<file path="src/rtl/uart_instruction_sender.sv">
// ---------------------------------------------------------------------------
// uart_instruction_sender
//
// Serialises 15-bit instruction words onto a UART TX line. A frame is one
// start bit, 15 data bits LSB-first and STOP_BITS stop bits, each bit lasting
// CLKS_PER_BIT clock cycles. A one-entry holding register accepts the next
// word while a frame is on the line, so consecutive frames run with no idle
// gap between them.
//
// Parameters:
//   CLKS_PER_BIT  clk cycles per UART bit period (>= 2)
//   STOP_BITS     number of stop bits (1 or 2)
//
// Ports:
//   clk          system clock, rising edge
//   reset        asynchronous, active-high reset
//   instr_in     instruction word, sampled only on a handshake
//   instr_valid  instr_in holds a valid word
//   instr_ready  a word can be accepted (hold register empty)
//   tx           registered UART TX line, idles high
//   busy         high whenever a frame is in progress
//   frame_done   one-cycle pulse on the edge that ends the last stop bit
// ---------------------------------------------------------------------------
module uart_instruction_sender #(
   parameter int CLKS_PER_BIT = 434,
   parameter int STOP_BITS    = 1
) (
   input  logic        clk,
   input  logic        reset,
   input  logic [14:0] instr_in,
   input  logic        instr_valid,
   output logic        instr_ready,
   output logic        tx,
   output logic        busy,
   output logic        frame_done
);

   localparam int            CW        = $clog2(CLKS_PER_BIT);
   localparam logic [CW-1:0] BAUD_LAST = CW'(CLKS_PER_BIT - 1);
   localparam logic [3:0]    DATA_LAST = 4'd14;
   localparam logic [3:0]    STOP_LAST = 4'(STOP_BITS - 1);

   typedef enum logic [1:0] {IDLE, START, DATA, STOP} state_t;

   state_t        state;
   logic [CW-1:0] baud_cnt;
   logic [3:0]    bit_idx;
   logic [14:0]   shift_reg;
   logic [14:0]   hold_reg;
   logic          hold_full;

   logic accept;
   logic baud_end;
   logic frame_end;

   // A word is taken whenever the hold register is empty. frame_end marks the
   // edge that completes the final stop bit, where a waiting or freshly
   // accepted word starts its frame immediately.
   assign accept      = instr_valid && !hold_full;
   assign baud_end    = (baud_cnt == BAUD_LAST);
   assign frame_end   = (state == STOP) && baud_end && (bit_idx == STOP_LAST);
   assign instr_ready = !hold_full;
   assign busy        = (state != IDLE);

   // Transmit state machine. Words accepted while a frame is running park in
   // the hold register, except on the frame_end edge with the hold empty,
   // where the word bypasses the hold and goes straight into the shifter.
   always_ff @(posedge clk or posedge reset) begin
      if (reset) begin
         state      <= IDLE;
         baud_cnt   <= '0;
         bit_idx    <= '0;
         shift_reg  <= '0;
         hold_reg   <= '0;
         hold_full  <= 1'b0;
         tx         <= 1'b1;
         frame_done <= 1'b0;
      end else begin
         frame_done <= 1'b0;

         if (accept && (state != IDLE) && !frame_end) begin
            hold_reg  <= instr_in;
            hold_full <= 1'b1;
         end

         case (state)
            IDLE: begin
               if (accept) begin
                  shift_reg <= instr_in;
                  tx        <= 1'b0;
                  baud_cnt  <= '0;
                  state     <= START;
               end else begin
                  tx <= 1'b1;
               end
            end

            START: begin
               if (baud_end) begin
                  baud_cnt <= '0;
                  tx       <= shift_reg[0];
                  bit_idx  <= '0;
                  state    <= DATA;
               end else begin
                  baud_cnt <= baud_cnt + 1'b1;
               end
            end

            DATA: begin
               if (baud_end) begin
                  baud_cnt <= '0;
                  if (bit_idx == DATA_LAST) begin
                     tx      <= 1'b1;
                     bit_idx <= '0;
                     state   <= STOP;
                  end else begin
                     shift_reg <= shift_reg >> 1;
                     tx        <= shift_reg[1];
                     bit_idx   <= bit_idx + 1'b1;
                  end
               end else begin
                  baud_cnt <= baud_cnt + 1'b1;
               end
            end

            STOP: begin
               if (baud_end) begin
                  baud_cnt <= '0;
                  if (bit_idx == STOP_LAST) begin
                     frame_done <= 1'b1;
                     bit_idx    <= '0;
                     if (hold_full) begin
                        shift_reg <= hold_reg;
                        hold_full <= 1'b0;
                        tx        <= 1'b0;
                        state     <= START;
                     end else if (accept) begin
                        shift_reg <= instr_in;
                        tx        <= 1'b0;
                        state     <= START;
                     end else begin
                        state <= IDLE;
                     end
                  end else begin
                     bit_idx <= bit_idx + 1'b1;
                  end
               end else begin
                  baud_cnt <= baud_cnt + 1'b1;
               end
            end

            default: state <= IDLE;
         endcase
      end
   end

endmodule

</file>
<file path="config.mk">
export PLATFORM = sky130hd
export DESIGN_NAME = uart_instruction_sender
export DESIGN_NICKNAME = d
export VERILOG_FILES = /design/src/rtl/uart_instruction_sender.sv
export SDC_FILE = /design/constraint.sdc
export NUM_CORES = 1
export LEC_CHECK = 0
export CAP_MARGIN = 30
export CORE_ASPECT_RATIO = 0.8
export CORE_MARGIN = 2
export CORE_UTILIZATION = 50
export CTS_CLUSTER_DIAMETER = 30
export DETAILED_ROUTE_END_ITERATION = 10
export PLACE_DENSITY_LB_ADDON = 0.12
export SYNTH_ARGS = -nofsm -noshare
export SYNTH_HDL_FRONTEND = slang
export SYNTH_SLANG_ARGS = --single-unit
</file>
<file path="constraint.sdc">
create_clock -name clk -period 4.25 [get_ports clk]
set_input_delay 1.0625 -clock clk [delete_from_list [all_inputs] [get_ports clk]]
set_output_delay 1.0625 -clock clk [all_outputs]
set_load 0.05 [all_outputs]
</file>
# Yosys cells after proc, flatten, opt, wreduce, memory -nomap -nowiden

Index checks and enable logic that the tools add are counted.

Bits in registers: 48
Input bits: 18
Output and inout bits: 4
Word-level logic and storage cells: 82

Add/subtract/negate cells: 2
Eq/ne operators: 13
Multiplexer cells: 42
Reductions and logical operators: 17

Operator list:

| operator              | count |
|---|---|
| $mux W15              | 6 |
| $pmux W15 S3          | 1 |
| $mux W4               | 5 |
| $mux W1               | 18 |
| $mux W9               | 2 |
| $pmux W9 S2           | 1 |
| $mux W2               | 6 |
| $ne A2 B2 Y1 const B  | 6 |
| $pmux W4 S3           | 1 |
| $reduce_and A5 Y1     | 2 |
| $add A9 B1 Y9 const B | 1 |
| $eq A9 B9 Y1 const B  | 1 |
| $pmux W2 S4           | 1 |
| $reduce_and A6 Y1     | 1 |
| $reduce_bool A3 Y1    | 2 |
| $logic_and A1 B1 Y1   | 5 |
| $add A4 B1 Y4 const B | 1 |
| $eq A2 B2 Y1 const B  | 2 |
| $eq A4 B4 Y1 const B  | 1 |
| $logic_not A4 Y1      | 1 |
| $pmux W1 S4           | 1 |
| $reduce_and A4 Y1     | 1 |
| $ne A3 B3 Y1 const B  | 1 |
| $reduce_or A3 Y1      | 1 |
| other kinds (5)       | 6 |

# Depth between registers and ports, before layout

Gate-level depths: netlist of the first run.

Depth after elaboration: 10
Gate-level depth with buffers: 8
Mapped depth without buffers: 6

# Worst setup path after synthesis of the first run

OpenSTA, ideal clock, no wires.

Path type: flip-flop to output port
Start point: register state[0]
End point: output port busy
Arrival: 1.262 ns
Data required time: 3.188 ns
Path slack: 1.926 ns
Stages on the path, launching flop included: 5
Path buffers: 1
Path through: dfrtp_1 > inv_1 > ha_1 > clkbuf_1 > inv_1

Word-level cells in the longest chain between the ends: 1

Ends and longest elaborated chain:

| what                   | RTL line | RTL |
|---|---|---|
| start, declared        | 45       | `state_t state;` |
| start signal, assigned | 70       | `state <= IDLE;` |
| start signal, assigned | 92       | `state <= START;` |
| start signal, assigned | 103      | `state <= DATA;` |
| $reduce_bool A2 Y1     | 63       | `assign busy = (state != IDLE);` |
| end, declared          | 34       | `output logic busy,` |

Every way passes these cells.

# Worst setup path after layout of the first run

Ends and elaborated chain as after synthesis.

==> results of run 1 <==
-- cells in the mapped netlist (6+ instances only) --
cell        n
a21oi_1     9
a222oi_1   13
clkbuf_1    6
dfrtp_1    47
ha_1        9
inv_1      13
mux2_2      7
mux2_4     10
nand2_1    13
nor2_1      8
nor3_1      8
o21ai_0    17
o2bb2ai_1  15
-- metal layers --
layer  share of wire, %  GRT usage (%)
met1                 53          30.60
met2                 42          28.90
met3                4.4          4.101
met4               0.61          3.629
met5                  0              0
-- power groups by stage --
stage                     combinational (mW)  clock (mW)  sequential (mW)
after CTS                             0.0689       0.346            0.496
after global placement                0.0647           0            0.505
after detailed placement              0.0684           0            0.505
after global routing                  0.0747       0.368            0.499
after floorplan                       0.0420           0            0.500
final                                 0.0673       0.335            0.496
-- final timing paths --
kind / startpoint / endpoint / slack [ns]
max: state[0] / busy / 0.99
min: shift_reg[11] / shift_reg[11] / 0.50
max reg2reg: state[0] / bit_idx[3] / 1.61
min reg2reg: shift_reg[11] / shift_reg[11] / 0.50
max in group asynchronous: reset / shift_reg[14] / 2.70
min in group asynchronous: reset / frame_done / 1.06
-- logic make-up after synthesis --
logic type                 after synthesis
muxes                                   18
adders and majority gates                9
AOI/OAI and AO/OA                       76
buffers and inverters                   24
and+or+nand+nor                         50
DFF                                     48
xor gates and xnor gates                 2
-- final cells by class --
type | count | area (um^2)
Inverter | 13 | 48.80
Tap cell | 62 | 77.57
Sequential cell | 48 | 1202
Timing Repair Buffer | 26 | 260.3
Clock inverter | 3 | 46.29
Multi-Input combinational cell | 155 | 1235
Fill cell | 422 | 2011
Clock buffer | 5 | 68.82
-- worst max-delay path, cell delays in order, from the launching register on --
cell and delay, ns:
dfrtp_1 0.43, inv_1 0.11, ha_1 0.43, inv_1 0.19, clkdlybuf4s50_1 0.74
-- through the flow --
stage               hold WS (ns)  utilization (%)  cell area, um^2  power [mW]
floorplan                 0.4551                -             2549      0.5421
global placement          0.4750            56.65             2804      0.5696
detailed placement        0.4777            57.05             2824      0.5735
CTS                       0.4976            59.38             2939      0.9112
global route              0.5200            59.38             2939      0.9416
finish                    0.4996            59.38             2939      0.8987
==> results.py, run 1 <==
metrics = {
    "synthesis": {
        "synth_top_family_by_area": "compound AO/OA/AOI/OAI gates",
        "synth_area_leaders": "dfrtp_1 46%, mux2_4 5.9%, o2bb2ai_1 5.2%",
        "syn_nets": 254,
        "synthMuxAreaShare_pct": 9.377,
        "seq_area_frac_synth_pct": 47.18,
        "synthDominantCellAreaShare_pct": 46.15,
        "synthFlopType": "dfrtp_1",
        "ys_ff_latch": 48,
        "synth-simple-area-share_pct": 10.85,
        "synthAdderAreaFrac_pct": 4.418,
        "yosysTopAreaCell": "dfrtp_1",
        "synth_compound_area_share_pct": 23.12,
        "synth_area_per_cell_um2": 11.23,
        "synth_xor_area_share_pct": 0.6873,
        "synth_cell_type_count": 50,
        "async_flop_share_pct": 100.0,
        "ys_warn_count": 0,
        "synth_edf_count": 0,
        "netlist_area_mm2": 0.002549,
        "syn_inst": 227,
    },
    "place": {
        "place_congestion": 0.8142,
        "post-place-ws_ns": 1.315,
        "hpwl_um": 3638,
        "dp_cells": 304,
        "port-buffer-count": 21,
    },
    "final_layout": {
        "final_cell_mix": "47 x dfrtp_1, 21 x clkdlybuf4s50_1, 17 x o21ai_0",
        "synthToLayoutAreaGrowth_pct": 15.32,
        "drive_gt1_share_pct": 16.80,
        "antenna_cells": 0,
        "layout_commonest_cell": "dfrtp_1",
        "final_cells": 312,
        "fin_nets": 276,
    },
    "power": {
        "p_per_area_mw_per_mm2": 305.8,
        "p_leak_nw": 1.217,
        "power.switching_fraction_pct": 21.67,
        "p_clk_share_pct": 37.3,
        "p_int_mw": 0.7040,
        "power_frac_comb_pct": 7.5,
        "seq_power_share_pct": 55.2,
        "ir_worst_vdd_v": 0.0002451,
        "switchingPower_mw": 0.1947,
    },
    "run_status": {
        "status": "completed",
    },
    "global_route": {
        "grt_pass1_vias": 1727,
        "antenna_found_initial": 0,
        "grt_pass1_wl_um": 8832,
        "grt_overflow": 0,
        "grt_usage_pct": 19.75,
        "grt_max_degree": 32,
    },
    "timing": {
        "maxSlewHeadroom_pct": 41.54,
        "final.setup_skew_ns": 0.009559,
        "max_freq_mhz": 306.7,
        "fin_ws_ns": 0.9894,
        "finalHoldViolCount": 0,
        "slew_violations": 0,
        "worst_pin_slew_ns": 0.8770,
        "finalCriticalPeriod_ns": 3.261,
        "setup_violations": 0,
        "finalCritPeriodShare_pct": 76.72,
        "totalNegativeSetupSlack_ns": 0,
        "rsz0062_at_grt": "false",
    },
    "critical_path": {
        "critical_path.max_fanout": 11,
        "reg2reg_depth": 6,
        "path_class": "register to primary output",
        "worstSetupStartpointType": "register",
        "arrival_ns": 2.20,
        "endpoint_kind": "primary output",
        "crit_required_ns": 3.19,
    },
    "die": {
        "core_area_mm2": 0.004950,
        "start_util_pct": 51.49,
        "die_w_um": 83.83,
        "ios": 22,
        "die_y_um": 67.86,
        "rows": 23,
        "die_area_mm2": 0.005688,
    },
    "routing": {
        "avgViaCountPerCell": 6.019,
        "dr.pass1.iters": 4,
        "drt-total-wl_um": 5216,
        "num_vias": 1878,
        "wl_per_cell_um": 16.72,
        "drt_iter0_drc": 181,
        "postRouteAntennaNets": 0,
        "drc": 0,
    },
    "clock_network": {
        "cts_tree": "built",
        "clock_path_buffers": 2,
        "clock_sinks": 48,
        "cts_root_buf": "clkbuf_8",
        "cts_buffers": 5,
        "ctsHoldBuffers": 0,
        "cts_resized": 0,
        "htree_levels": 2,
        "clock_latency_ns": 0.30,
        "post_cts_buffers": 0,
        "cts.reportedPaths.clkPinSlew_ns": 0.09,
    },
    "run": {
        "maxCapViolations": 0,
    },
    "hold_path": {
        "hold_class": "register to register",
        "holdPathStages": 1,
    },
}
Note: power is estimated with default switching activity, not from simulation.
==> run 2, diff against run 1 <==
Clock period 4.25 ns to 2.7 ns, I/O delays scaled along.
==> results.py, run 2 (synthesized netlist as in run 1, its figures left out) <==
metrics = {
    "die": {
        "rows": 23,
        "die_y_um": 67.86,
        "die_w_um": 83.83,
        "start_util_pct": 51.49,
        "ios": 22,
        "die_area_mm2": 0.005688,
        "core_area_mm2": 0.004950,
    },
    "timing": {
        "final.setup_skew_ns": 0.008718,
        "totalNegativeSetupSlack_ns": 0,
        "slew_violations": 0,
        "finalHoldViolCount": 0,
        "max_freq_mhz": 409.8,
        "maxSlewHeadroom_pct": 62.76,
        "setup_violations": 0,
        "worst_pin_slew_ns": 0.5528,
        "rsz0062_at_grt": "false",
        "fin_ws_ns": 0.2599,
        "finalCriticalPeriod_ns": 2.440,
        "finalCritPeriodShare_pct": 90.37,
    },
    "place": {
        "port-buffer-count": 21,
        "post-place-ws_ns": 0.2296,
        "placed_cell_area_mm2": 0.002856,
        "place_congestion": 0.8140,
        "hpwl_um": 3732,
    },
    "routing": {
        "dr.pass1.iters": 6,
        "drt-total-wl_um": 5386,
        "avgViaCountPerCell": 6.067,
        "drt_iter0_drc": 173,
        "drc": 0,
        "wl_per_cell_um": 17.10,
        "num_vias": 1911,
        "postRouteAntennaNets": 0,
    },
    "global_route": {
        "grt_usage_pct": 20.29,
        "grt_pass1_vias": 1818,
        "grt_pass1_wl_um": 9066,
        "antenna_found_initial": 0,
        "grt_max_degree": 30,
        "grt_overflow": 0,
    },
    "clock_network": {
        "htree_levels": 2,
        "clock_latency_ns": 0.30,
        "clock_path_buffers": 2,
        "post_cts_buffers": 0,
        "clock_sinks": 48,
        "cts_resized": 0,
        "cts.reportedPaths.clkPinSlew_ns": 0.09,
        "ctsHoldBuffers": 0,
        "cts_tree": "built",
        "cts_buffers": 5,
        "cts_root_buf": "clkbuf_8",
    },
    "critical_path": {
        "worstSetupStartpointType": "register",
        "path_class": "register to primary output",
        "critical_path.max_fanout": 7,
        "endpoint_kind": "primary output",
        "arrival_ns": 1.77,
        "crit_required_ns": 2.03,
    },
    "power": {
        "ir_worst_vdd_v": 0.0004027,
        "p_per_area_mw_per_mm2": 479.6,
        "power.total_mw": 1.425,
        "p_leak_nw": 1.233,
    },
    "final_layout": {
        "fill_cells": 414,
        "drive_gt1_share_pct": 18.18,
        "final_cell_mix": "47 x dfrtp_1, 20 x clkdlybuf4s50_1, 17 x o21ai_0",
        "fin_nets": 279,
        "layout_commonest_cell": "dfrtp_1",
        "stdcell_area_mm2": 0.002972,
        "synthToLayoutAreaGrowth_pct": 16.59,
        "antenna_cells": 0,
        "fin_util_pct": 60.04,
    },
    "run": {
        "maxCapViolations": 0,
    },
    "run_status": {
        "status": "completed",
    },
    "hold_path": {
        "hold_class": "register to register",
    },
}
==> run 2: cell types whose count changed in the layout (fill, tap and decap cells not counted), sizes merged <==
cell / delta
buf: +4
clkdlybuf4s50: -1
==> run 2: path summary, 6_finish.rpt <==
check	startpoint	end	slack, ns	depth (start not counted)
max reg2reg	state[0]	state[0]	0.55	6
min reg2reg	shift_reg[12]	shift_reg[12]	0.50	1
min	shift_reg[12]	shift_reg[12]	0.50	1
max in group asynchronous	reset	bit_idx[2]	1.49	3
max	hold_full	instr_ready	0.26	2
min in group asynchronous	reset	hold_reg[6]	0.69	2
==> run 2: final cells by class <==
type | count | area, um^2 | area share, %
clock buffer | 5 | 68.82 | 2.316
clock inverter | 3 | 46.29 | 1.558
inverter | 13 | 48.80 | 1.642
multi-input combinational | 155 | 1235 | 41.56
sequential | 48 | 1202 | 40.46
tap | 62 | 77.57 | 2.611
timing repair buffer | 29 | 292.8 | 9.853
==> run 2: critical path, cell delays in order, from the launching register on <==
cell,delay (ns)
dfrtp_1,0.47
inv_1,0.17
clkdlybuf4s50_1,0.83
==> run 2: per-layer routing <==
metal / track usage [%] / wire [um] / share of wire, % / up-vias
met5: 0 / 0 / 0 / -
met4: 4.839 / 38 / 0.71 / 0
met3: 4.343 / 240 / 4.5 / 5
met2: 29.70 / 2340 / 43 / 42
met1: 30.91 / 2766 / 51 / 939
li1: - / - / - / 925
==> run 2: where the power goes <==
group          internal (mW)  switching (mW)  total (mW)
clock network          0.279           0.256       0.536
registers              0.758          0.0244       0.783
logic                 0.0709          0.0360       0.107
total                   1.11           0.317        1.43
==> run 2: metrics by stage <==
| stage | instances | hold slack [ns] |
|---|---|---|
| floorplan | 227 | 0.4551 |
| global placement | 306 | 0.4759 |
| detailed placement | 307 | 0.4795 |
| CTS | 315 | 0.5028 |
| global route | 315 | 0.5302 |
| finish | 315 | 0.5001 |
==> run 3, diff against run 2 <==
Settings changed: ABC_AREA from default to 1, SLEW_MARGIN from default to 10.
==> results.py, run 3 <==
metrics = {
    "final_layout": {
        "drive_gt1_share_pct": 8.732,
        "fin_nets": 507,
        "synthToLayoutAreaGrowth_pct": 11.84,
        "antenna_cells": 0,
        "final_cell_mix": "205 x nand2_1, 68 x nand3_1, 47 x dfrtp_1",
        "layout_commonest_cell": "nand2_1",
    },
    "routing": {
        "drt_iter0_drc": 177,
        "avgViaCountPerCell": 5.123,
        "drt-total-wl_um": 7238,
        "postRouteAntennaNets": 0,
        "drc": 0,
        "dr.pass1.iters": 5,
        "wl_per_cell_um": 12.88,
        "num_vias": 2879,
    },
    "timing": {
        "max_freq_mhz": 428.2,
        "rsz0062_at_grt": "false",
        "slew_violations": 0,
        "final.setup_skew_ns": 0.01271,
        "finalHoldViolCount": 0,
        "setup_violations": 0,
        "finalCriticalPeriod_ns": 2.336,
        "totalNegativeSetupSlack_ns": 0,
        "fin_ws_ns": 0.3644,
        "maxSlewHeadroom_pct": 65.48,
        "worst_pin_slew_ns": 0.5170,
        "finalCritPeriodShare_pct": 86.50,
    },
    "clock_network": {
        "htree_levels": 2,
        "ctsHoldBuffers": 0,
        "cts_tree": "built",
        "clock_path_buffers": 2,
        "cts_buffers": 5,
        "cts_resized": 0,
        "post_cts_buffers": 0,
        "cts_root_buf": "clkbuf_8",
        "clock_latency_ns": 0.31,
        "cts.reportedPaths.clkPinSlew_ns": 0.10,
        "clock_sinks": 48,
    },
    "critical_path": {
        "crit_required_ns": 2.03,
        "arrival_ns": 1.66,
        "critical_path.cell_chain": "clkdlybuf4s50_1",
        "worst-path-buf-inv": 1,
        "critical_path.max_fanout": 2,
        "endpoint_kind": "primary output",
        "crit_path_start": "tx",
        "path_delay_family": "buffers and inverters",
        "r2r_start": "state[0]",
        "reg2reg_depth": 8,
        "r2r_end": "shift_reg[4]",
        "endpoint": "tx",
        "critPathMaxStageDelay_ns": 0.80,
        "cp_slowest_cell": "clkdlybuf4s50_1",
        "worstSetupStartpointType": "register",
        "cp.depth": 1,
        "r2r_slack_ns": 0.73,
        "path_class": "register to primary output",
    },
    "global_route": {
        "busiest_layer": "met2",
        "met1_usage_pct": 33.21,
        "grt_usage_pct": 23.00,
        "grt_overflow": 0,
        "grt_pass1_wl_um": 12530,
        "grt_max_degree": 23,
        "met2_usage_pct": 37.09,
        "grt_use_met3_pct": 3.850,
        "antenna_found_initial": 0,
        "grt_pass1_vias": 2698,
    },
    "hold_path": {
        "hold_class": "register to register",
    },
    "die": {
        "die_y_um": 74.38,
        "start_util_pct": 52.08,
        "ios": 22,
        "rows": 25,
        "die_w_um": 91.97,
        "die_area_mm2": 0.006840,
        "core_area_mm2": 0.005943,
    },
    "place": {
        "hpwl_um": 5078,
        "post-place-ws_ns": 0.3986,
        "place_congestion": 0.8707,
        "port-buffer-count": 21,
    },
    "power": {
        "ir_worst_vdd_v": 0.0003372,
        "p_leak_nw": 1.816,
        "p_per_area_mw_per_mm2": 1065,
    },
    "synthesis": {
        "syn_nets": 488,
        "synth_area_leaders": "dfrtp_1 38%, nand2_1 25%, nand3_1 11%",
        "yosys-top-cells-count": "205 x nand2_1, 68 x nand3_1, 47 x dfrtp_1",
        "seq_area_frac_synth_pct": 38.84,
        "yosysTopAreaCell": "dfrtp_1",
        "async_flop_share_pct": 100.0,
        "synth_area_per_cell_um2": 6.715,
        "ys_ff_latch": 48,
        "synth_edf_count": 0,
        "ys_warn_count": 0,
        "netlist_area_mm2": 0.003095,
        "syn_inst": 461,
        "synthDominantCellAreaShare_pct": 38.00,
        "synthFlopType": "dfrtp_1",
        "synth.most_common_cell": "nand2_1",
        "synth_cell_type_count": 30,
    },
    "run_status": {
        "status": "completed",
    },
    "run": {
        "maxCapViolations": 0,
    },
}
[run 3: cell type report]
class	instances	area (um^2)
clock buffer	6	82.58
clock inverter	2	15.01
fill	591	2481
inverter	28	108.9
multi-input combinational	368	1687
sequential	48	1202
tap	81	101.3
timing repair buffer	29	265.3
[run 3: logic make-up (layout without fill, tap and decap cells)]
family | count (synthesis) | in the layout | share of synthesized area [%]
xor+xnor | 4 | 4 | 1.132
fa+ha+maj | 9 | 9 | 3.638
simple gates | 336 | 336 | 46.40
flops | 48 | 48 | 38.84
compound gates | 19 | 19 | 3.315
buf+inv | 45 | 65 | 6.669
[run 3: per-stage QoR]
step | hold slack [ns] | power [mW] | std cells | instance area [um^2] | util, %
2_1_floorplan | 0.4422 | 2.812 | 461 | 3095 | -
3_3_place_gp | 0.4547 | 3.185 | 554 | 3364 | 56.61
3_5_place_dp | 0.4597 | 3.222 | 554 | 3364 | 56.61
4_1_cts | 0.4767 | 3.703 | 562 | 3462 | 58.25
5_1_grt | 0.4892 | 4.060 | 562 | 3462 | 58.25
6_report | 0.4796 | 3.686 | 562 | 3462 | 58.25
[run 3: where the power goes]
| part | total [mW] | switching, mW | leakage (nW) | internal [mW] |
|---|---|---|---|---|
| Clock | 0.473 | 0.265 | 0.0434 | 0.208 |
| Combinational | 1.97 | 1.30 | 1.16 | 0.670 |
| Sequential | 1.24 | 0.229 | 0.613 | 1.01 |
[run 3: metal layers]
layer / vias to the layer above / share of wire (%)
met5: - / 0
met4: 0 / 0.64
met3: 4 / 4.7
met2: 59 / 43
met1: 1328 / 51
li1: 1488 / -
[run 3: worst min-delay path by stage]
stage	depth (start not counted)	slack [ns]	end	start
floorplan	2	0.44	hold_reg[7]	hold_reg[7]
global placement	2	0.45	hold_reg[11]	hold_reg[11]
detailed placement	2	0.46	hold_reg[5]	hold_reg[5]
CTS	2	0.48	tx	tx
global route	2	0.49	tx	tx
finish	2	0.48	tx	tx
==> RTL edit 1 (flow settings as in run 3) <==
Reset style: synchronous (`reset`), changed in one clocked block. Comments in the files are not updated.
--- a/src/rtl/uart_instruction_sender.sv
+++ b/src/rtl/uart_instruction_sender.sv
@@ -65,7 +65,7 @@
    // Transmit state machine. Words accepted while a frame is running park in
    // the hold register, except on the frame_end edge with the hold empty,
    // where the word bypasses the hold and goes straight into the shifter.
-   always_ff @(posedge clk or posedge reset) begin
+   always_ff @(posedge clk) begin
       if (reset) begin
          state      <= IDLE;
          baud_cnt   <= '0;
Function: differs if reset is asserted again (counterexample within 4 cycles, from zero or initial values and one cycle with reset high); with reset held inactive, the same outputs for 10 cycles.
==> RTL edit 1 against run 3 <==
  * Clock power rose by 8.0%
  * Critical path depth rose by 3
  * First-iteration DRC count rose by 24%
  * Register-to-register slack got worse by 0.14 ns
  * Synthesized cell count rose by 8.0%
  * Highest routed layer unchanged
  * Setup slack improved by 0.10 ns
  * Synthesized area fell by 1.5%
  * Sequential cell count did not move
  * Wire length rose by 2.5%
  * Final area fell by 1.9%
  * Total power fell by 3.5%
  * Global-route usage fell by 0.19 points
==> RTL edit 1: results (changes against run 3) <==
post-detailed-placement half-perimeter wirelength -> 5278 µm (+3.9%)
met3 track demand over resource in global routing -> 0.03590 (-0.002603)
met2 Track Usage GR -> 0.3498 (-0.02112)
leakage -> 1.525 nW (-16%)
final WL -> 7420 µm (+2.5%)
post-layout net count -> 539 (+6.3%)
post-synthesis sequential area ratio -> 0.3150 (-0.07343)
cells taking the most area after synthesis -> dfxtp_1 32%, nand2_1 18%, nor2_1 9.6%
Seq. pwr -> 1.08 mW (-13%)
Global Route met1 Usage -> 0.3365 (+0.004425)
Fin Clk Skew -> 0.007576 ns (-0.005132 ns)
share of layout cells above drive strength 1 -> 0.06667 (-0.02065)
result of the run -> finished clean
ys async rst share -> 0 (-1.000)
power in combinational cells -> 1.96 mW
most instantiated cells after synthesis -> 145 x nand2_1, 78 x nor2_1, 53 x inv_1
largest driver fanout on the critical path -> 10 (+8)
routed via count -> 3036 (+5.5%)
maximum cell stage delay along the critical path -> 0.42 ns (-0.38 ns)
total track usage -> 0.2281 (-0.001883)
internal power contribution -> 1.868 mW (-1.2%)
cell with the largest stage delay on the worst path -> dfxtp_1
prevailing post-synth register cell -> dfxtp_1
fraction of power consumed by sequential logic -> 0.304 (-0.032)
Clock Latency Late Sink -> 0.31 ns (about the same)
clock slew at reported path FFs -> 0.09 ns
RePlAce Congestion -> 0.8000 (-8.1%)
worst path arrival time -> 1.56 ns (-0.10 ns)
number of global-route vias before repair -> 2574 (-4.6%)
worst slack at placement -> 0.4095 ns (+0.01095 ns)
detailed router's first-iteration violation count -> 220 (+24%)
number of nets in the synthesized netlist -> 526 (+7.8%)
wire length of the first global-routing pass -> 12200 µm (-2.6%)
Peak VDD IR -> 0.4194 mV (+24%)
maximum number of pins on one net before global-route repair -> 32 (+39%)
count of cell types in the netlist -> 29 (-3.3%)
total clock buffers created by CTS -> 5 (unchanged)
number of fill cells in the layout -> 594 (+0.51%)
Worst-Margin Slew -> 0.5026 ns (-0.01444 ns)
RTL edit 1: cell types whose count changed in the layout (fill, tap and decap cells not counted), moves of 5 or more:
cell      change
nand2_2       -5
a21oi_1      +21
nor2_1       +36
inv_1        +34
dfxtp_1      +48
nand3_1      -22
nand2_1      -60
o211ai_1     +13
dfrtp_1      -47
o21ai_0      +20
o21ai_1       -5
RTL edit 1: area by class of cell:
cell class | count | area [µm²] | area share
clock inverter | 1 | 30.03 | 0.008840
timing repair buffer | 28 | 260.3 | 0.07661
multi-input combinational | 367 | 1747 | 0.5142
tap | 81 | 101.3 | 0.02983
clock buffer | 5 | 68.82 | 0.02026
inverter | 61 | 229.0 | 0.06740
sequential | 48 | 960.9 | 0.2829
RTL edit 1: worst paths after layout:
check	from	end	slack, ns
setup / recovery	state[0]	busy	0.46
hold / removal	hold_reg[13]	hold_reg[13]	0.47
setup reg to reg	state[0]	bit_idx[3]	0.59
hold reg to reg	hold_reg[13]	hold_reg[13]	0.47
RTL edit 1: cells by family after synthesis:
family | count (synthesis) | synth area share
and+or+nand+nor | 288 | 0.4003
buffers and inverters | 83 | 0.1124
AOI/OAI and AO/OA | 69 | 0.1313
DFF | 48 | 0.3150
adders and majority gates | 10 | 0.04102
RTL edit 1: per-stage QoR:
stage | cell area [µm²] | hold slack [ns] | util | instances
floorplan | 3050 | 0.4394 | - | 498
global placement | 3298 | 0.4499 | 0.5579 | 585
detailed placement | 3298 | 0.4544 | 0.5579 | 585
CTS | 3397 | 0.4676 | 0.5746 | 591
global route | 3397 | 0.4847 | 0.5746 | 591
finish | 3397 | 0.4679 | 0.5746 | 591
RTL edit 1: metal layers:
metal | up-vias | wire (µm)
met5 | - | 0
li1 | 1597 | -
met3 | 8 | 378
met4 | 0 | 74
met2 | 79 | 3081
met1 | 1352 | 3885
==> RTL edit 2 (config.mk and constraints of run 3) <==
Made on the original files. Set the parameter `CLKS_PER_BIT` to 217 (it was 434).
--- a/src/rtl/uart_instruction_sender.sv
+++ b/src/rtl/uart_instruction_sender.sv
@@ -22,7 +22,7 @@
 //   frame_done   one-cycle pulse on the edge that ends the last stop bit
 // ---------------------------------------------------------------------------
 module uart_instruction_sender #(
-   parameter int CLKS_PER_BIT = 434,
+   parameter int CLKS_PER_BIT = 217,
    parameter int STOP_BITS    = 1
 ) (
    input  logic        clk,
Function: no difference found for any inputs over 10 cycles, from zero or initial values and one cycle with reset high; that may be too few to reach the edited logic, so the function may still have changed.
==> RTL edit 2 against run 3 <==
  * Synthesized cell count decreased by 2.6%
  * Cell count decreased by 2.8%
  * Highest routed layer unchanged
  * Setup slack improved by 0.042 ns
  * Sequential cell count decreased by 1
  * Synthesized area decreased by 2.3%
  * Wire length decreased by 0.40%
  * Final area decreased by 2.6%
  * Global-route usage decreased by 0.84 points
  * Fmax increased by 1.8%
Power is not compared: it rests on default switching activity, and its combinational part moved more than twofold at a synthesized area within 25%.
==> RTL edit 2: results (changes against run 3) <==
result of the run -> finished clean
family with the most delay on the worst path -> buffers and inverters
average vias per placed instance -> 5.103 (-0.39%)
maximum cell stage delay along the critical path -> 0.79 ns
leading power group -> sequential cells
cells taking the most area after synthesis -> dfrtp_1 38%, nand2_1 25%, nand3_1 12%
maximum number of pins on one net before global-route repair -> 41 (+78%)
number of nets in the synthesized netlist -> 476 (-2.5%)
leakage -> 1.725 nW
drt first pass iters -> 4 (-1)
area share of xor/xnor cells in the synthesized design -> 0.008685 (-0.002633)
routed length per instance -> 13.20 µm (+2.5%)
most instantiated cells after synthesis -> 201 x nand2_1, 71 x nand3_1, 46 x dfrtp_1
Worst setup endpoint -> tx
Clock Latency Late Sink -> 0.29 ns (-0.02 ns)
proportion of power drawn by combinational gates -> 0.043
post-layout net count -> 492 (-3.0%)
#MultiIn Comb -> 360 (-2.2%)
Sw Share -> 0.2003
endpoint of the worst-slack reg-to-reg timing path -> shift_reg[12]
worst reg-to-reg setup slack -> 0.57 ns (-0.16 ns)
count of cell types in the netlist -> 27 (-10%)
Clock Network Area Fraction -> 0.03044 (+0.002249)
nonclk inv count -> 26 (-7.1%)
worst path arrival time -> 1.62 ns (-0.04 ns)
wire length of the first global-routing pass -> 11850 µm (-5.5%)
Fin Clk Skew -> 0.008793 ns (-0.003915 ns)
number of fill cells in the layout -> 583 (-1.4%)
post-synthesis sequential area ratio -> 0.3892 (+0.0007248)
post-detailed-placement half-perimeter wirelength -> 5443 µm (+7.2%)
RePlAce Congestion -> 0.8169 (-6.2%)
Sequential Area -> 0.001177 mm² (-2.1%)
Global Route met1 Usage -> 0.3745 (+0.04245)
antenna violations before repair -> 0 (unchanged)
Data buffer area share -> 0.06978 (-0.006832)
Slew HR -> 0.5332 (-0.1217)
number of global-route vias before repair -> 2366 (-12%)
compound-cell area share of the yosys netlist -> 0.02688 (-0.006263)
maximum clock path buffer count -> 2 (unchanged)
number of buffers other than clock buffers in the final layout -> 25 (-14%)
R2R depth -> 9 (+1)
detailed router's first-iteration violation count -> 212 (+20%)
adder-cell share of the synthesized area -> 0.03722 (+0.0008425)
clock slew at reported path FFs -> 0.08 ns (-0.02 ns)
Post-CTS Setup Repair Bufs -> 0 (unchanged)
share of layout cells above drive strength 1 -> 0.08172 (-0.005598)
type of the worst min-delay path -> reg2reg
ys async rst share -> 1.000 (unchanged)
total track usage -> 0.2215 (-0.008406)
met3 track demand over resource in global routing -> 0.03897 (+0.0004739)
Clock Root Buffer -> clkbuf_8
share of the final layout cell area in multi-input gates -> 0.4915 (+0.004292)
clock sink count -> 47 (-2.1%)
met2 Track Usage GR -> 0.2955 (-0.07544)
==> RTL edit 2: changes by cell type after synthesis, moves of 3 or more <==
cell and delta:
nor2_1 -5, nand3_1 +3, o21ai_0 +3, nand2_1 -4, nand2_2 -4, nor2_2 +4
==> RTL edit 2: metal layers <==
layer / vias up / routed length (µm)
li1: 1448 / -
met5: - / 0
met3: 2 / 432
met4: 0 / 19
met1: 1247 / 3925
met2: 89 / 2832
==> RTL edit 2: through the flow <==
stage	area, µm²	cells	worst slack, ns	power (mW)	hold WS [ns]
3_3_place_gp	3268	539	0.4149	0.7729	0.4582
5_1_grt	3371	546	0.3590	1.291	0.4889
3_5_place_dp	3268	539	0.3494	0.7734	0.4631
2_1_floorplan	3025	449	0.8940	0.7349	0.4422
6_report	3371	546	0.4061	1.252	0.4706
4_1_cts	3371	546	0.3987	1.262	0.4745
